File: src/rtl/dmi_dtm_ctrl.sv
// -----------------------------------------------------------------------------
// dmi_dtm_ctrl
//
// DTM-side DMI access controller. Turns JTAG `dmi` data-register Update-DR
// events into DMI requests, absorbs the matching responses, and keeps the
// sticky op status plus the captured read data for the next Capture-DR.
// The Capture/Update strobes are already synchronous to clk.
//
// Packed bus layouts:
//   dr_shift_i / dr_capture_o : {addr[6:0], data[31:0], op/status[1:0]}
//   dmi_req_o                 : {addr[6:0], op[1:0], data[31:0]}
//   dmi_resp_i                : {data[31:0], resp[1:0]}
//
// Handshakes: a transfer happens on a rising clk edge where valid and ready
// are both high. While valid is high the payload stays stable. valid never
// depends combinationally on ready, and ready never depends on valid.
//
// Ports:
//   clk, rst_ni            clock, asynchronous active-low reset
//   dmi_select_i           IR selects the dmi register (qualifies strobes)
//   capture_dr_i           one-cycle Capture-DR strobe
//   update_dr_i            one-cycle Update-DR strobe
//   dr_shift_i             shifted-in DR value
//   dr_capture_o           value to load into the DR at capture
//   dmireset_i             clears the sticky status
//   dmihardreset_i         aborts the transaction and clears all state
//   dmi_clear_o            one-cycle flush pulse to downstream
//   dmi_req_o/_valid_o/_ready_i     request channel
//   dmi_resp_i/_valid_i/_ready_o    response channel
//   dbg_state_o            current FSM state (encoding below)
// -----------------------------------------------------------------------------
module dmi_dtm_ctrl #(
    parameter int unsigned RespTimeout = 0
) (
    input  logic        clk,
    input  logic        rst_ni,
    input  logic        dmi_select_i,
    input  logic        capture_dr_i,
    input  logic        update_dr_i,
    input  logic [40:0] dr_shift_i,
    output logic [40:0] dr_capture_o,
    input  logic        dmireset_i,
    input  logic        dmihardreset_i,
    output logic        dmi_clear_o,
    output logic [40:0] dmi_req_o,
    output logic        dmi_req_valid_o,
    input  logic        dmi_req_ready_i,
    input  logic [33:0] dmi_resp_i,
    input  logic        dmi_resp_valid_i,
    output logic        dmi_resp_ready_o,
    output logic [2:0]  dbg_state_o
);

    // State encoding (also visible on dbg_state_o)
    localparam logic [2:0] S_IDLE       = 3'd0;
    localparam logic [2:0] S_READ       = 3'd1;
    localparam logic [2:0] S_WAIT_READ  = 3'd2;
    localparam logic [2:0] S_WRITE      = 3'd3;
    localparam logic [2:0] S_WAIT_WRITE = 3'd4;

    localparam logic [1:0] OP_READ  = 2'd1;
    localparam logic [1:0] OP_WRITE = 2'd2;

    localparam logic [1:0] ERR_OK     = 2'd0;
    localparam logic [1:0] ERR_FAILED = 2'd2;
    localparam logic [1:0] ERR_BUSY   = 2'd3;

    // Counter holds 0..RespTimeout; at least one bit even when disabled.
    localparam int unsigned CNT_W_RAW = $clog2(RespTimeout + 1);
    localparam int unsigned CNT_W     = (CNT_W_RAW < 1) ? 1 : CNT_W_RAW;
    localparam logic        TO_EN     = (RespTimeout != 0);
    localparam int unsigned LAST_I    = (RespTimeout == 0) ? 0 : RespTimeout - 1;
    localparam logic [CNT_W-1:0] CNT_LAST = LAST_I[CNT_W-1:0];

    logic [2:0]       r_state;
    logic [2:0]       w_state_next;
    logic [6:0]       r_addr;
    logic [31:0]      r_data;
    logic [1:0]       r_error;
    logic [CNT_W-1:0] r_cnt;
    logic             r_clear;

    logic [6:0]  w_shift_addr;
    logic [31:0] w_shift_data;
    logic [1:0]  w_shift_op;
    logic [31:0] w_resp_data;
    logic [1:0]  w_resp_code;

    logic       w_update;
    logic       w_capture;
    logic [1:0] w_err_eff;
    logic       w_idle;
    logic       w_in_req;
    logic       w_in_wait;
    logic       w_accept;
    logic       w_req_fire;
    logic       w_resp_fire;
    logic       w_timeout;
    logic [1:0] w_error_next;
    logic [1:0] w_req_op;

    assign w_shift_addr = dr_shift_i[40:34];
    assign w_shift_data = dr_shift_i[33:2];
    assign w_shift_op   = dr_shift_i[1:0];
    assign w_resp_data  = dmi_resp_i[33:2];
    assign w_resp_code  = dmi_resp_i[1:0];

    assign w_update  = dmi_select_i & update_dr_i;
    assign w_capture = dmi_select_i & capture_dr_i;

    // dmireset takes effect before a same-cycle update is judged.
    assign w_err_eff = dmireset_i ? ERR_OK : r_error;

    assign w_idle    = (r_state == S_IDLE);
    assign w_in_req  = (r_state == S_READ) || (r_state == S_WRITE);
    assign w_in_wait = (r_state == S_WAIT_READ) || (r_state == S_WAIT_WRITE);

    assign w_accept    = w_idle && w_update && (w_err_eff == ERR_OK);
    assign w_req_fire  = w_in_req && dmi_req_ready_i;
    assign w_resp_fire = w_in_wait && dmi_resp_valid_i;
    // A response in the final wait cycle wins over the timeout.
    assign w_timeout   = TO_EN && w_in_wait && !dmi_resp_valid_i && (r_cnt == CNT_LAST);

    // -------------------------------------------------------------------------
    // FSM: state register
    // -------------------------------------------------------------------------
    always_ff @(posedge clk or negedge rst_ni) begin
        if (!rst_ni) begin
            r_state <= S_IDLE;
        end else begin
            r_state <= w_state_next;
        end
    end

    // -------------------------------------------------------------------------
    // FSM: next-state logic
    // -------------------------------------------------------------------------
    always_comb begin
        w_state_next = r_state;
        case (r_state)
            S_IDLE: begin
                if (w_accept) begin
                    if (w_shift_op == OP_READ) begin
                        w_state_next = S_READ;
                    end else if (w_shift_op == OP_WRITE) begin
                        w_state_next = S_WRITE;
                    end
                end
            end
            S_READ: begin
                if (dmi_req_ready_i) w_state_next = S_WAIT_READ;
            end
            S_WRITE: begin
                if (dmi_req_ready_i) w_state_next = S_WAIT_WRITE;
            end
            S_WAIT_READ, S_WAIT_WRITE: begin
                if (dmi_resp_valid_i || w_timeout) w_state_next = S_IDLE;
            end
            default: w_state_next = S_IDLE;
        endcase
        if (dmihardreset_i) w_state_next = S_IDLE;
    end

    // -------------------------------------------------------------------------
    // FSM: outputs (decodes of state and registers only)
    // -------------------------------------------------------------------------
    always_comb begin
        dmi_req_valid_o  = 1'b0;
        dmi_resp_ready_o = 1'b0;
        w_req_op         = 2'd0;
        case (r_state)
            S_READ: begin
                dmi_req_valid_o = 1'b1;
                w_req_op        = OP_READ;
            end
            S_WRITE: begin
                dmi_req_valid_o = 1'b1;
                w_req_op        = OP_WRITE;
            end
            S_WAIT_READ, S_WAIT_WRITE: begin
                dmi_resp_ready_o = 1'b1;
            end
            default: begin
                dmi_req_valid_o  = 1'b0;
                dmi_resp_ready_o = 1'b0;
            end
        endcase
    end

    assign dmi_req_o    = w_in_req ? {r_addr, w_req_op, r_data} : 41'd0;
    assign dr_capture_o = {r_addr, r_data, (w_idle ? r_error : ERR_BUSY)};
    assign dmi_clear_o  = r_clear;
    assign dbg_state_o  = r_state;

    // -------------------------------------------------------------------------
    // Sticky status: the first error wins until dmireset.
    // -------------------------------------------------------------------------
    always_comb begin
        w_error_next = w_err_eff;
        if (w_err_eff == ERR_OK) begin
            if (w_resp_fire && (w_resp_code != ERR_OK)) begin
                w_error_next = w_resp_code;
            end else if (w_timeout) begin
                w_error_next = ERR_FAILED;
            end else if (!w_idle && (w_update || w_capture)) begin
                w_error_next = ERR_BUSY;
            end
        end
    end

    // -------------------------------------------------------------------------
    // Datapath registers
    // -------------------------------------------------------------------------
    always_ff @(posedge clk or negedge rst_ni) begin
        if (!rst_ni) begin
            r_addr  <= 7'd0;
            r_data  <= 32'd0;
            r_error <= ERR_OK;
            r_cnt   <= '0;
            r_clear <= 1'b0;
        end else if (dmihardreset_i) begin
            r_addr  <= 7'd0;
            r_data  <= 32'd0;
            r_error <= ERR_OK;
            r_cnt   <= '0;
            r_clear <= 1'b1;
        end else begin
            r_error <= w_error_next;
            r_clear <= w_timeout;

            // Any accepted update latches addr/data, including no-op ops.
            if (w_accept) begin
                r_addr <= w_shift_addr;
                r_data <= w_shift_data;
            end else if (w_resp_fire && (r_state == S_WAIT_READ)) begin
                r_data <= w_resp_data;
            end

            if (w_req_fire) begin
                r_cnt <= '0;
            end else if (TO_EN && w_in_wait && !dmi_resp_valid_i && !w_timeout) begin
                r_cnt <= r_cnt + CNT_W'(1);
            end
        end
    end

endmodule

File: config.mk
export PLATFORM = sky130hd
export DESIGN_NAME = dmi_dtm_ctrl
export DESIGN_NICKNAME = d
export VERILOG_FILES = /design/src/rtl/dmi_dtm_ctrl.sv
export SDC_FILE = /design/constraint.sdc
export NUM_CORES = 1
export LEC_CHECK = 0
export ABC_AREA = 0
export BUFFER_PORTS_ARGS = -buffer_cell sky130_fd_sc_hd__buf_2
export CORE_UTILIZATION = 40
export CTS_BUF_LIST = sky130_fd_sc_hd__clkbuf_4 sky130_fd_sc_hd__clkbuf_8
export CTS_CLUSTER_DIAMETER = 150
export DETAILED_ROUTE_END_ITERATION = 8
export GPL_TIMING_DRIVEN = 0
export PLACE_DENSITY_LB_ADDON = 0.08
export SYNTH_ARGS = -nofsm -noshare
export SYNTH_HDL_FRONTEND = slang
export SYNTH_SLANG_ARGS = --single-unit
File: constraint.sdc
create_clock -name clk -period 4.3 [get_ports clk]
set_input_delay 0.215 -clock clk [delete_from_list [all_inputs] [get_ports clk]]
set_output_delay 0.215 -clock clk [all_outputs]
set_load 0.01 [all_outputs]
; ---- Word-level counts from Yosys, hierarchy flattened
; Cells that the tools add are included.
; Widths: inputs -> output; s select.
[totals]
regBits = 45
input_bits = 84
output_inout_bits = 88
word_cells = 60
[classes]
n_eq_ne = 11
mux = 24
bitwise_logic = 2
n_reduce_logical = 18
[ops]
columns = cell, count
row1 = $mux 32, 3
row2 = $mux 41, 1
row3 = $mux 3, 7
row4 = $mux 7, 2
row5 = $mux 2, 6
row6 = $pmux 3 s4, 1
row7 = $ne 3x3->1 const B, 3
row8 = $eq 3x2->1 const B, 2
row9 = $logic_and 1x1->1, 6
row10 = $reduce_and 5->1, 1
row11 = $ne 4x2->1 const B, 1
row12 = $pmux 2 s2, 1
row13 = $reduce_bool 2->1, 2
row14 = $reduce_or 2->1, 2
row15 = $eq 3x1->1 const B, 1
row16 = $eq 3x3->1 const B, 1
row17 = $logic_not 3->1, 1
row18 = $logic_or 1x1->1, 3
row19 = $mux 1, 3
row20 = $ne 3x2->1 const B, 1
row21 = $reduce_bool 3->1, 1
row22 = $and 1x1->1, 2
row23 = $eq 2x1->1 const B, 1
row24 = $eq 2x2->1 const B, 1
row25 = 2 further kinds, 2

; ---- Longest topological paths before layout
; Gate-level depths: netlist of run 1.
[depth]
word_depth = 7
ltp_mapped = 7
mapped_depth_nobuf = 6

; ---- Worst setup path before layout of run 1
; OpenSTA, ideal clock, no wires.
[synth_timing]
path_type = reg2reg
startpoint = register r_state[0], in the netlist dbg_state_o[0]
endpoint = register r_data[0]
setup_ns = 0.123
arrival_time_ns = 1.769
required_time_ns = 4.177
setup_slack_ns = 2.408
path_stages_with_launch = 8
n_path_buf = 3
synth_period_minus_slack_ns = 1.892
cell_sequence = dfrtp_1 buf_6 or3_4 or3_1 buf_2 buf_6 mux2i_1 o2bb2ai_1
[synth_between]
elab_chain_len = 5
elab_cells_between_ends = 11
cone_classes = 2 x eq/ne / 2 x mux / 7 x reduce/logical
[synth_lines]
columns = item, line_no
row1 = from (decl), 75  ; logic [2:0] r_state;
row2 = from (signal assigned), 131  ; r_state <= w_state_next;
row3 = $eq 3x2->1 (tied with other cells), "116, 235"
row4 = $logic_or 1x1->1 or $logic_and 1x1->1 (tied branches), "116, 118"
row5 = "$logic_and 1x1->1, on equally long branches", "120, 118"
row6 = $logic_and 1x1->1 or $mux 32 (tied branches), "235, 232"
row7 = $reduce_bool 3->1 (no line) or $mux 32 (tied branches), -
row8 = to (signal assigned), 234  ; r_data <= w_shift_data;
row9 = to (signal assigned), 236  ; r_data <= w_resp_data;
row10 = to (decl), 78  ; logic [31:0] r_data;
; Several ways; a longest one is shown, not always the timed one.
; A chain may end at the register's enable or synchronous reset.

; ---- Final worst setup path of run 1
[layout_timing]
startpoint = register r_state[2], in the netlist dbg_state_o[2]
endpoint = output dmi_req_o[10]
[layout_between]
elab_chain_len = 3
elab_cells_between_ends = 4
cone_classes = 2 x eq/ne / 1 x mux / 1 x reduce/logical
[layout_lines]
columns = item, line_no
row1 = $eq 3x1->1 or $eq 3x2->1 (tied branches), 115  ; assign w_in_req = (r_state == S_READ) || (r_state == S_WRITE);
row2 = $logic_or 1x1->1 *, 115
row3 = $mux 41 *, 190  ; assign dmi_req_o = w_in_req ? {r_addr, w_req_op, r_data} : 41'd0;
row4 = to (decl), 45  ; output logic [40:0] dmi_req_o,
; Mark *: on every way between the ends. The rest lies on a longest branch, timed or not.

==> results by group, run 1 <==
Outcome
  • Status: completed

STA
  • Final period util: 0.481
  • Final setup skew: 0.00707 ns
  • Worst hold slack: slightly above 0.08 ns
  • Tmin final: a little over 2 ns
  • Final Hold Fails: 0
  • Slew HR: 0.340
  • Max Slew Vio Count: 0
  • Unrepaired setup endpoints after global routing: false
  • Setup Viol. Count Final: 0
  • Setup TNS: 0 ns
  • Highest clock rate: roughly 480 MHz
  • Worst-Margin Slew: between 0.9 and 1 ns

CTS
  • CTS tree: yes
  • CTS root buf: clkbuf_8
  • Post-CTS Setup Inserts: 0
  • H-tree levels: 2
  • Clock sinks: 45
  • # hold bufs at CTS: 0
  • Clk Latency, worst-skew pair: 0.29 ns
  • Post-cts sizing count: 0
  • Num CTS Buffers: 5
  • Max clock buf depth: 2
  • Worst-path clk slew: 0.08 ns

Min path
  • Worst Hold Class: input pin to async pin

Setup path
  • Critical Path AT: roughly 1.9 ns
  • WP data required: 4.09 ns
  • CP Class: register to output pin
  • Crit. End Element: output pin
  • CP Max Fanout: 10
  • CP startpoint kind: register

Route
  • Final ANT Viol Nets: 0
  • DR vias: ~2400
  • # DRC: 0
  • Via density: 4.91
  • TritonRoute pass-1 iters: 5
  • First-iteration detailed-routing DRC count: between 50 and 60
  • Routed WL: roughly 6.4 mm
  • Drt wl/cell: ~13 um

Logic synthesis
  • Sequential-to-total area share from yosys stat: 0.464
  • Largest family of logic cells by synthesized area: simple AND/OR/NAND/NOR gates
  • Syn Nets: about 320
  • Synthesized cell area: ~2400 um^2
  • Xor and xnor fraction of the mapped netlist area: 0.00721
  • Post-synthesis mux area share: 0.132
  • Post-synth EDFFs: 0
  • Post-synthesis simple-gate area fraction: 0.173
  • Synth area leader: dfrtp_1
  • Synth Instances: between 200 and 250
  • Ys flop type: dfrtp_1
  • Synthesized area per cell: 10.5 um^2
  • Synth async-reset ratio: 1.00
  • Yosys reg bits: 45
  • Adder-Cell Fraction of Synth Area: 0.00515
  • Most common cell in the netlist: dfrtp_1
  • Yosys cell types: 27
  • Yosys warning count: 0
  • Synth top area share: 0.464
  • List of most frequent post-synthesis cells: 45 x dfrtp_1, 39 x and2_1, 32 x mux2i_1, 32 x o2bb2ai_1, 19 x nand2_1
  • Synth area leaders: dfrtp_1 46%, mux2i_1 13%, o2bb2ai_1 12%
  • Synth Area in Compound Gates: 0.165

Global routing
  • GRT Total Usage: 0.189
  • Antenna violations before repair: 0
  • Largest net degree at the start of global routing: 46
  • Vias in the first global route: 1849
  • Global-route wire length before repair: between 9 and 10 mm
  • Grt ovf: 0

Die
  • Die W: approximately 80 um
  • Io pins: roughly 170
  • Core area: about 5900 um^2
  • Starting Density: 0.413
  • FP Rows: 28
  • Die area: between 6000 and 7000 um^2
  • Die H: between 70 and 80 um

Power
  • Pwr per Cell Area: around 280 nW/um^2
  • Max VDD drop: 0.135 mV
  • Pleak: 2.07 nW

Final layout
  • NumNets Final: a little under 500
  • Antenna Cells: 0
  • Area Overhead vs Synth: 42.8%
  • Share of layout cells above drive strength 1: 0.469

Placement
  • Estimated wirelength of the detail-placed design: 4.81 mm
  • Routability congestion estimate: 0.789
  • I/O Buffers: 171

Job
  • Max-Cap Viols: 0
## power by group
| group | internal [mW] | switching [mW] | leakage (nW) |
|---|---|---|---|
| registers | 0.453 | 0.0211 | 0.611 |
| clock network | 0.134 | 0.134 | 0.0477 |
| logic | 0.108 | 0.119 | 1.42 |
## per-layer routing
metal | wire length [um] | GRT usage
met5 | 0 | 0
met4 | 62 | 0.0536
met3 | 486 | 0.0389
met2 | 2920 | 0.315
met1 | 2900 | 0.248
## final timing paths
check	from	endpoint	slack, ns	cells after the start
worst min register to register	r_data[13]	r_data[13]	0.50	1
min in group clk	dmihardreset_i	dmi_clear_o	0.10	1
max in group asynchronous	rst_ni	r_addr[4]	3.61	1
worst min-delay path	rst_ni	r_data[18]	0.08	1
worst max-delay path	dbg_state_o[2]	dmi_req_o[10]	2.23	5
worst max register to register	dbg_state_o[1]	r_data[0]	2.27	7
## layout make-up
| cell class | count | area [um^2] |
|---|---|---|
| repair buffers | 171 | 856 |
| well taps | 75 | 93.8 |
| inverters | 4 | 15.0 |
| flip-flops and latches | 45 | 1130 |
| fillers | 554 | 2420 |
| clock buffers | 7 | 90.1 |
| plain buffers | 19 | 115 |
| multi-input cells | 163 | 1170 |
## through the flow
stage / util / area [um^2] / power (mW) / std cells / setup slack (ns)
after floorplan: - / 2430 / 0.603 / 231 / 2.41
after global placement: 0.574 / 3380 / 0.711 / 477 / 2.28
after detailed placement: 0.574 / 3380 / 0.713 / 477 / 2.26
after CTS: 0.589 / 3470 / 0.982 / 484 / 2.20
after global routing: 0.589 / 3470 / 1.02 / 484 / 2.11
final: 0.589 / 3470 / 0.968 / 484 / 2.23
## critical path: stages (launching register included)
cell      delay [ns]
dfrtp_1         0.47
nand2b_1        0.24
inv_1           0.18
clkbuf_1        0.33
and2_1          0.20
buf_2           0.14
## state kept, by name (all words and copies together), names as in the netlist
name         cells
r_error          2
dbg_state_o      3
r_addr           7
r_data          32
dmi_clear_o      1
## logic make-up after synthesis
logic type | count (synthesis)
and+or+nand+nor | 77
DFF | 45
muxes | 32
xor gates and xnor gates | 2
adders and majority gates | 1
buffers and inverters | 23
AOI/OAI and AO/OA | 51
## cell usage in the layout, fill, tap and decap left out, types with 3 or more instances in the layout
cell type and instances:
dfrtp_1 45, o2bb2ai_1 32, a21oi_1 8, clkbuf_1 9, inv_1 4, nand2_1 19, o21ai_0 4, mux2i_1 32
and2_1 39, or3_1 3, clkbuf_8 6, buf_6 5, nor2_1 8, buf_2 176
(Power assumes the default switching activity.)
==> inputs of run 2 (changes only) <==
CORE_UTILIZATION = 38   (was 40)
clock period = 1.8 ns   (was 4.3 ns; I/O delays follow)
==> results by group, run 2 (same netlist as run 1, synthesis figures left out) <==
Outcome
  • Status: finished, violations left (was completed)
  • Failing checks: setup timing

Die
  • Die H: 81.9 um (was 79.9 um)
  • Die area: 6710 um^2 (was 6390 um^2)
  • Core area: 6030 um^2 (was 5890 um^2)
  • Starting Density: 0.403 (was 0.413)
  • Io pins: 172 (unchanged)
  • Die W: 81.9 um (was 79.9 um)
  • FP Rows: 28 (unchanged)

Route
  • First-iteration detailed-routing DRC count: 54 (was 59)
  • Drt wl/cell: 13.7 um (was 13.1 um)
  • Final ANT Viol Nets: 0 (unchanged)
  • Routed WL: 6.73 mm (was 6.36 mm)
  • TritonRoute pass-1 iters: 4 (was 5)
  • Via density: 4.85 (was 4.91)
  • # DRC: 0 (unchanged)
  • DR vias: 2384 (was 2376)

Power
  • Pwr per Cell Area: 648 nW/um^2 (was 279 nW/um^2)
  • Pleak: 2.16 nW (was 2.07 nW)
  • Max VDD drop: 0.400 mV (was 0.135 mV)

Placement
  • Pre-CTS setup slack: -0.192 ns (was 2.26 ns)
  • Estimated wirelength of the detail-placed design: 4.88 mm (was 4.81 mm)
  • I/O Buffers: 171 (unchanged)
  • Routability congestion estimate: 0.758 (was 0.789)

Final layout
  • Antenna Cells: 0 (unchanged)
  • Max FFs per register: 32 (unchanged)
  • Area Overhead vs Synth: 53.4% (was 42.8%)
  • NumNets Final: 501 (was 494)
  • Share of layout cells above drive strength 1: 0.523 (was 0.469)
  • Most frequent cells in the layout: 169 x buf_2, 42 x dfrtp_1, 39 x and2_1, 30 x o2bb2ai_1, 27 x mux2i_1 (was 176 x buf_2, 45 x dfrtp_1, 39 x and2_1, 32 x mux2i_1, 32 x o2bb2ai_1)
  • Most common cell after layout, fill and taps aside: buf_2 (unchanged)
  • Largest register by flop count: r_data (unchanged)

STA
  • Setup Viol. Count Final: 42 (was 0)
  • Worst hold slack: 0.0242 ns (was 0.0822 ns)
  • Final period util: 1.09
  • Unrepaired setup endpoints after global routing: true (was false)
  • Fin worst setup slack: -0.155 ns (was 2.23 ns)
  • Highest clock rate: just over 500 MHz
  • Final Hold Fails: 0 (unchanged)
  • Setup TNS: -4.10 ns (was 0 ns)
  • Worst-Margin Slew: 0.999 ns (was 0.991 ns)
  • Slew HR: 0.334 (was 0.340)
  • Final setup skew: 0.00596 ns (was 0.00707 ns)
  • Tmin final: approximately 2.0 ns
  • Max Slew Vio Count: 0 (unchanged)

CTS
  • Clock sinks: 45 (unchanged)
  • Worst-path clk slew: 0.08 ns (about the same)
  • Max clock buf depth: 2 (unchanged)
  • Num CTS Buffers: 5 (unchanged)
  • Clk Latency, worst-skew pair: 0.29 ns (about the same)
  • CTS tree: yes (unchanged)
  • CTS root buf: clkbuf_8 (unchanged)
  • H-tree levels: 2 (unchanged)

Global routing
  • Global-route wire length before repair: 9.61 mm (was 9.23 mm)
  • Largest net degree at the start of global routing: 46 (unchanged)
  • GRT Total Usage: 0.190 (was 0.189)
  • Vias in the first global route: 2071 (was 1849)
  • Antenna violations before repair: 0 (unchanged)
  • Grt ovf: 0 (unchanged)

Job
  • Max-Cap Viols: 0 (unchanged)

Min path
  • Worst Hold Class: input pin to register (was input pin to async pin)

Setup path
  • CP startpoint kind: register (unchanged)
  • CP Max Fanout: 8 (was 10)
  • CP Class: register to register (was register to output pin)
  • Crit. End Element: register (was output pin)
  • WP data required: 1.98 ns (was 4.09 ns)
  • Critical Path AT: 2.13 ns (was 1.85 ns)
==> run 2: final cells by class <==
type / instances / area (um^2)
timing repair buffer: 182 / 1010
sequential: 45 / 1130
buffer: 15 / 140
clock buffer: 7 / 83.8
tap: 75 / 93.8
inverter: 4 / 15.0
fill: 500 / 2300
multi-input combinational: 163 / 1240
clock inverter: 1 / 7.51
==> run 2: path summary, 6_finish.rpt <==
path | slack [ns] | depth (start not counted) | end | from
max | -0.15 | 5 | r_data[28] | dbg_state_o[2]
min | 0.02 | 3 | r_addr[5] | dr_shift_i[39]
max reg2reg | -0.15 | 5 | r_data[28] | dbg_state_o[2]
min reg2reg | 0.51 | 1 | r_data[28] | r_data[28]
max in group asynchronous | 0.64 | 2 | dbg_state_o[2] | rst_ni
min in group asynchronous | 0.49 | 2 | r_addr[1] | rst_ni
==> run 2: timing repair <==
action,in CTS,in global routing
pin swaps,2,7
cloned,1,2
resized for setup,21,16
setup endpoints to repair,79,81
hold buffers,2,0
endpoints found under the hold margin,7,0
setup buffers,5,1
==> run 2: per-layer routing <==
layer / wire [um] / GRT usage / vias up
met5: 0 / 0 / -
met4: 80 / 0.0649 / 0
met3: 487 / 0.0322 / 7
met2: 3330 / 0.339 / 106
met1: 2830 / 0.231 / 1090
li1: - / - / 1181
==> run 2: worst max-delay path, cell delays in order, from the launching register on <==
cell and delay (ns):
dfrtp_2 0.46, or3_4 0.39, or3_4 0.52, buf_12 0.19
mux2i_2 0.18, o2bb2ai_1 0.09
==> run 2: through the flow <==
stage / cells / util / instance area, um^2 / total power [mW]
final: 492 / 0.618 / 3730 / 2.41
after detailed placement: 477 / 0.564 / 3400 / 1.71
after global routing: 492 / 0.618 / 3730 / 2.56
after floorplan: 231 / - / 2450 / 1.45
after global placement: 477 / 0.564 / 3400 / 1.71
after CTS: 490 / 0.600 / 3620 / 2.40
==> run 2: report_power, final <==
group	leakage, nW	switching, mW	internal, mW	total [mW]
Sequential	0.607	0.0558	1.08	1.14
Clock	0.0453	0.326	0.305	0.631
Combinational	1.51	0.309	0.337	0.646
==> inputs of run 3 (changes only) <==
SETUP_SLACK_MARGIN = 0.3   (was default)
==> results by group, run 3 (same netlist as run 1, synthesis figures left out) <==
Final layout
  • Register area: 1130 um^2 (about the same)
  • Most common cell after layout, fill and taps aside: buf_2 (unchanged)
  • Antenna Cells: 0 (unchanged)
  • Fillcell total: 539 (was 500)
  • Area Overhead vs Synth: 61.3% (was 53.4%)
  • NumNets Final: 507 (was 501)
  • Most frequent cells in the layout: 169 x buf_2, 44 x dfrtp_1, 39 x and2_1, 23 x mux2i_1, 19 x nand2_1 (was 169 x buf_2, 42 x dfrtp_1, 39 x and2_1, 30 x o2bb2ai_1, 27 x mux2i_1)
  • Post-route insts no fill: 498 (was 492)
  • Share of layout cells above drive strength 1: 0.589 (was 0.523)
  • Final core utilization: 0.650 (was 0.618)
  • Design area: 3920 um^2 (was 3730 um^2)
  • Area of the multi-input gates: 1410 um^2 (was 1240 um^2)
  • Largest register by flop count: r_data (unchanged)
  • Max FFs per register: 32 (unchanged)

Setup path
  • Critical Path AT: 2.10 ns (was 2.13 ns)
  • Worst path max stage delay: 0.39 ns (was 0.52 ns)
  • CP max stage cell: dfrtp_1 (was or3_4)
  • CP Max Fanout: 10 (was 8)
  • Critical Path Start: dbg_state_o[1] (was dbg_state_o[2])
  • CP Depth: 7 (was 5)
  • CP startpoint kind: register (unchanged)
  • CP top delay family: simple AND/OR/NAND/NOR gates (unchanged)
  • Crit. End Element: register (unchanged)
  • Worst r2r src: dbg_state_o[1] (was dbg_state_o[2])
  • R2R cell count: 7 (was 5)
  • Critical-path cell list: buf_6, or3_4, or3_4, buf_6, buf_12, mux2i_1, o2bb2ai_2 (was or3_4, or3_4, buf_12, mux2i_2, o2bb2ai_1)
  • WP data required: 1.98 ns (about the same)
  • CP bufs+invs: 3 (was 1)
  • CP Class: register to register (unchanged)

Die
  • Die area: 6710 um^2 (unchanged)
  • Die W: 81.9 um (unchanged)
  • Core area: 6030 um^2 (unchanged)
  • Io pins: 172 (unchanged)
  • Die H: 81.9 um (unchanged)
  • FP Rows: 28 (unchanged)
  • Starting Density: 0.403 (unchanged)

STA
  • Setup Viol. Count Final: 35 (was 42)
  • Highest clock rate: 521 MHz (was 512 MHz)
  • Final setup skew: 0.00735 ns (was 0.00596 ns)
  • Unrepaired setup endpoints after global routing: true (unchanged)
  • Fin worst setup slack: -0.121 ns (was -0.155 ns)
  • Final period util: 1.07 (was 1.09)
  • Final Hold Fails: 0 (unchanged)
  • Worst-Margin Slew: 1.01 ns (was 0.999 ns)
  • Max Slew Vio Count: 0 (unchanged)
  • Slew HR: 0.325 (was 0.334)
  • Tmin final: 1.92 ns (was 1.95 ns)
  • Worst hold slack: 0.0235 ns (was 0.0242 ns)

CTS
  • H-tree levels: 2 (unchanged)
  • Max clock buf depth: 2 (unchanged)
  • Worst-path clk slew: 0.08 ns (about the same)
  • CTS root buf: clkbuf_8 (unchanged)
  • Clock sinks: 45 (unchanged)
  • Num CTS Buffers: 5 (unchanged)
  • CTS tree: yes (unchanged)
  • Clk Latency, worst-skew pair: 0.30 ns (was 0.29 ns)

Route
  • Drt wl/cell: 14.4 um (was 13.7 um)
  • DR vias: 2467 (was 2384)
  • Routed WL: 7.19 mm (was 6.73 mm)
  • Final ANT Viol Nets: 0 (unchanged)
  • TritonRoute pass-1 iters: 4 (unchanged)
  • First-iteration detailed-routing DRC count: 58 (was 54)
  • Via density: 4.95 (was 4.85)
  • # DRC: 0 (unchanged)

Outcome
  • Failing checks: setup timing (unchanged)
  • Status: finished, violations left (unchanged)

Min path
  • Worst Hold Class: input pin to register (unchanged)
  • Worst hold stages: 3 (unchanged)
  • Hold path startpoint: dr_shift_i[38] (was dr_shift_i[39])

Global routing
  • GRT Total Usage: 0.198 (was 0.190)
  • Antenna violations before repair: 0 (unchanged)
  • Largest net degree at the start of global routing: 46 (unchanged)
  • Global-route wire length before repair: 9.96 mm (was 9.61 mm)
  • Vias in the first global route: 2121 (was 2071)
  • Grt ovf: 0 (unchanged)

Placement
  • I/O Buffers: 171 (unchanged)
  • Placed cells: 477 (unchanged)
  • Placed Area: 3400 um^2 (about the same)
  • Routability congestion estimate: 0.782 (was 0.758)
  • Estimated wirelength of the detail-placed design: 4.98 mm (was 4.88 mm)

Power
  • Pleak: 2.22 nW (was 2.16 nW)
  • Pwr per Cell Area: 638 nW/um^2 (was 648 nW/um^2)
  • Power Total: 2.50 mW (was 2.41 mW)
  • Max VDD drop: 0.334 mV (was 0.400 mV)

Job
  • Max-Cap Viols: 0 (unchanged)
[run 3: layout make-up]
type	count	share of cell area
multi-input combinational	163	0.360
clock inverter	2	0.00351
inverter	4	0.00383
tap	75	0.0240
clock buffer	6	0.0211
sequential	45	0.288
timing repair buffer	184	0.249
buffer	19	0.0508
[run 3: stage by stage]
stage	setup slack [ns]	TNS (ns)
after global placement	-0.179	-5.24
after detailed placement	-0.197	-6.73
final	-0.121	-2.84
after CTS	-0.123	-2.76
after floorplan	-0.0714	-2.28
after global routing	-0.168	-7.06
[run 3: worst paths after layout]
check                                       to  slack, ns
worst min register to register      r_data[27]       0.51
worst max-delay path                 r_data[3]      -0.12
worst max register to register       r_data[3]      -0.12
min in group asynchronous            r_data[8]       0.51
worst min-delay path                 r_addr[4]       0.02
max in group asynchronous       dbg_state_o[2]       0.60
[run 3: what timing repair did]
action | CTS | global route
endpoints found under the setup margin | 84 | 86
hold endpoints to repair | 20 | 0
buffers inserted | 6 | 5
hold buffers | 2 | 0
pin swaps | 3 | 5
gates resized for setup | 44 | 31
[run 3: power by group]
part           leakage (nW)  total (mW)  switching [mW]  internal [mW]
logic                  1.56       0.704           0.340          0.363
registers             0.610        1.14          0.0602           1.08
clock network        0.0512       0.654           0.343          0.311
total                  2.22        2.50           0.743           1.76
[run 3: routing by layer]
| metal | track usage | share of wire |
|---|---|---|
| met5 | 0 | 0 |
| met4 | 0.0632 | 0.011 |
| met3 | 0.0311 | 0.074 |
| met2 | 0.340 | 0.50 |
| met1 | 0.253 | 0.41 |
[run 3: worst register-to-register path, delay by kind of cell, from the launching register on]
| kind | cells | cell delay [ns] |
|---|---|---|
| buffers and inverters | 3 | 0.42 |
| and+or+nand+nor | 2 | 0.73 |
| DFF | 1 | 0.39 |
| AOI/OAI and AO/OA | 1 | 0.08 |
| muxes | 1 | 0.19 |
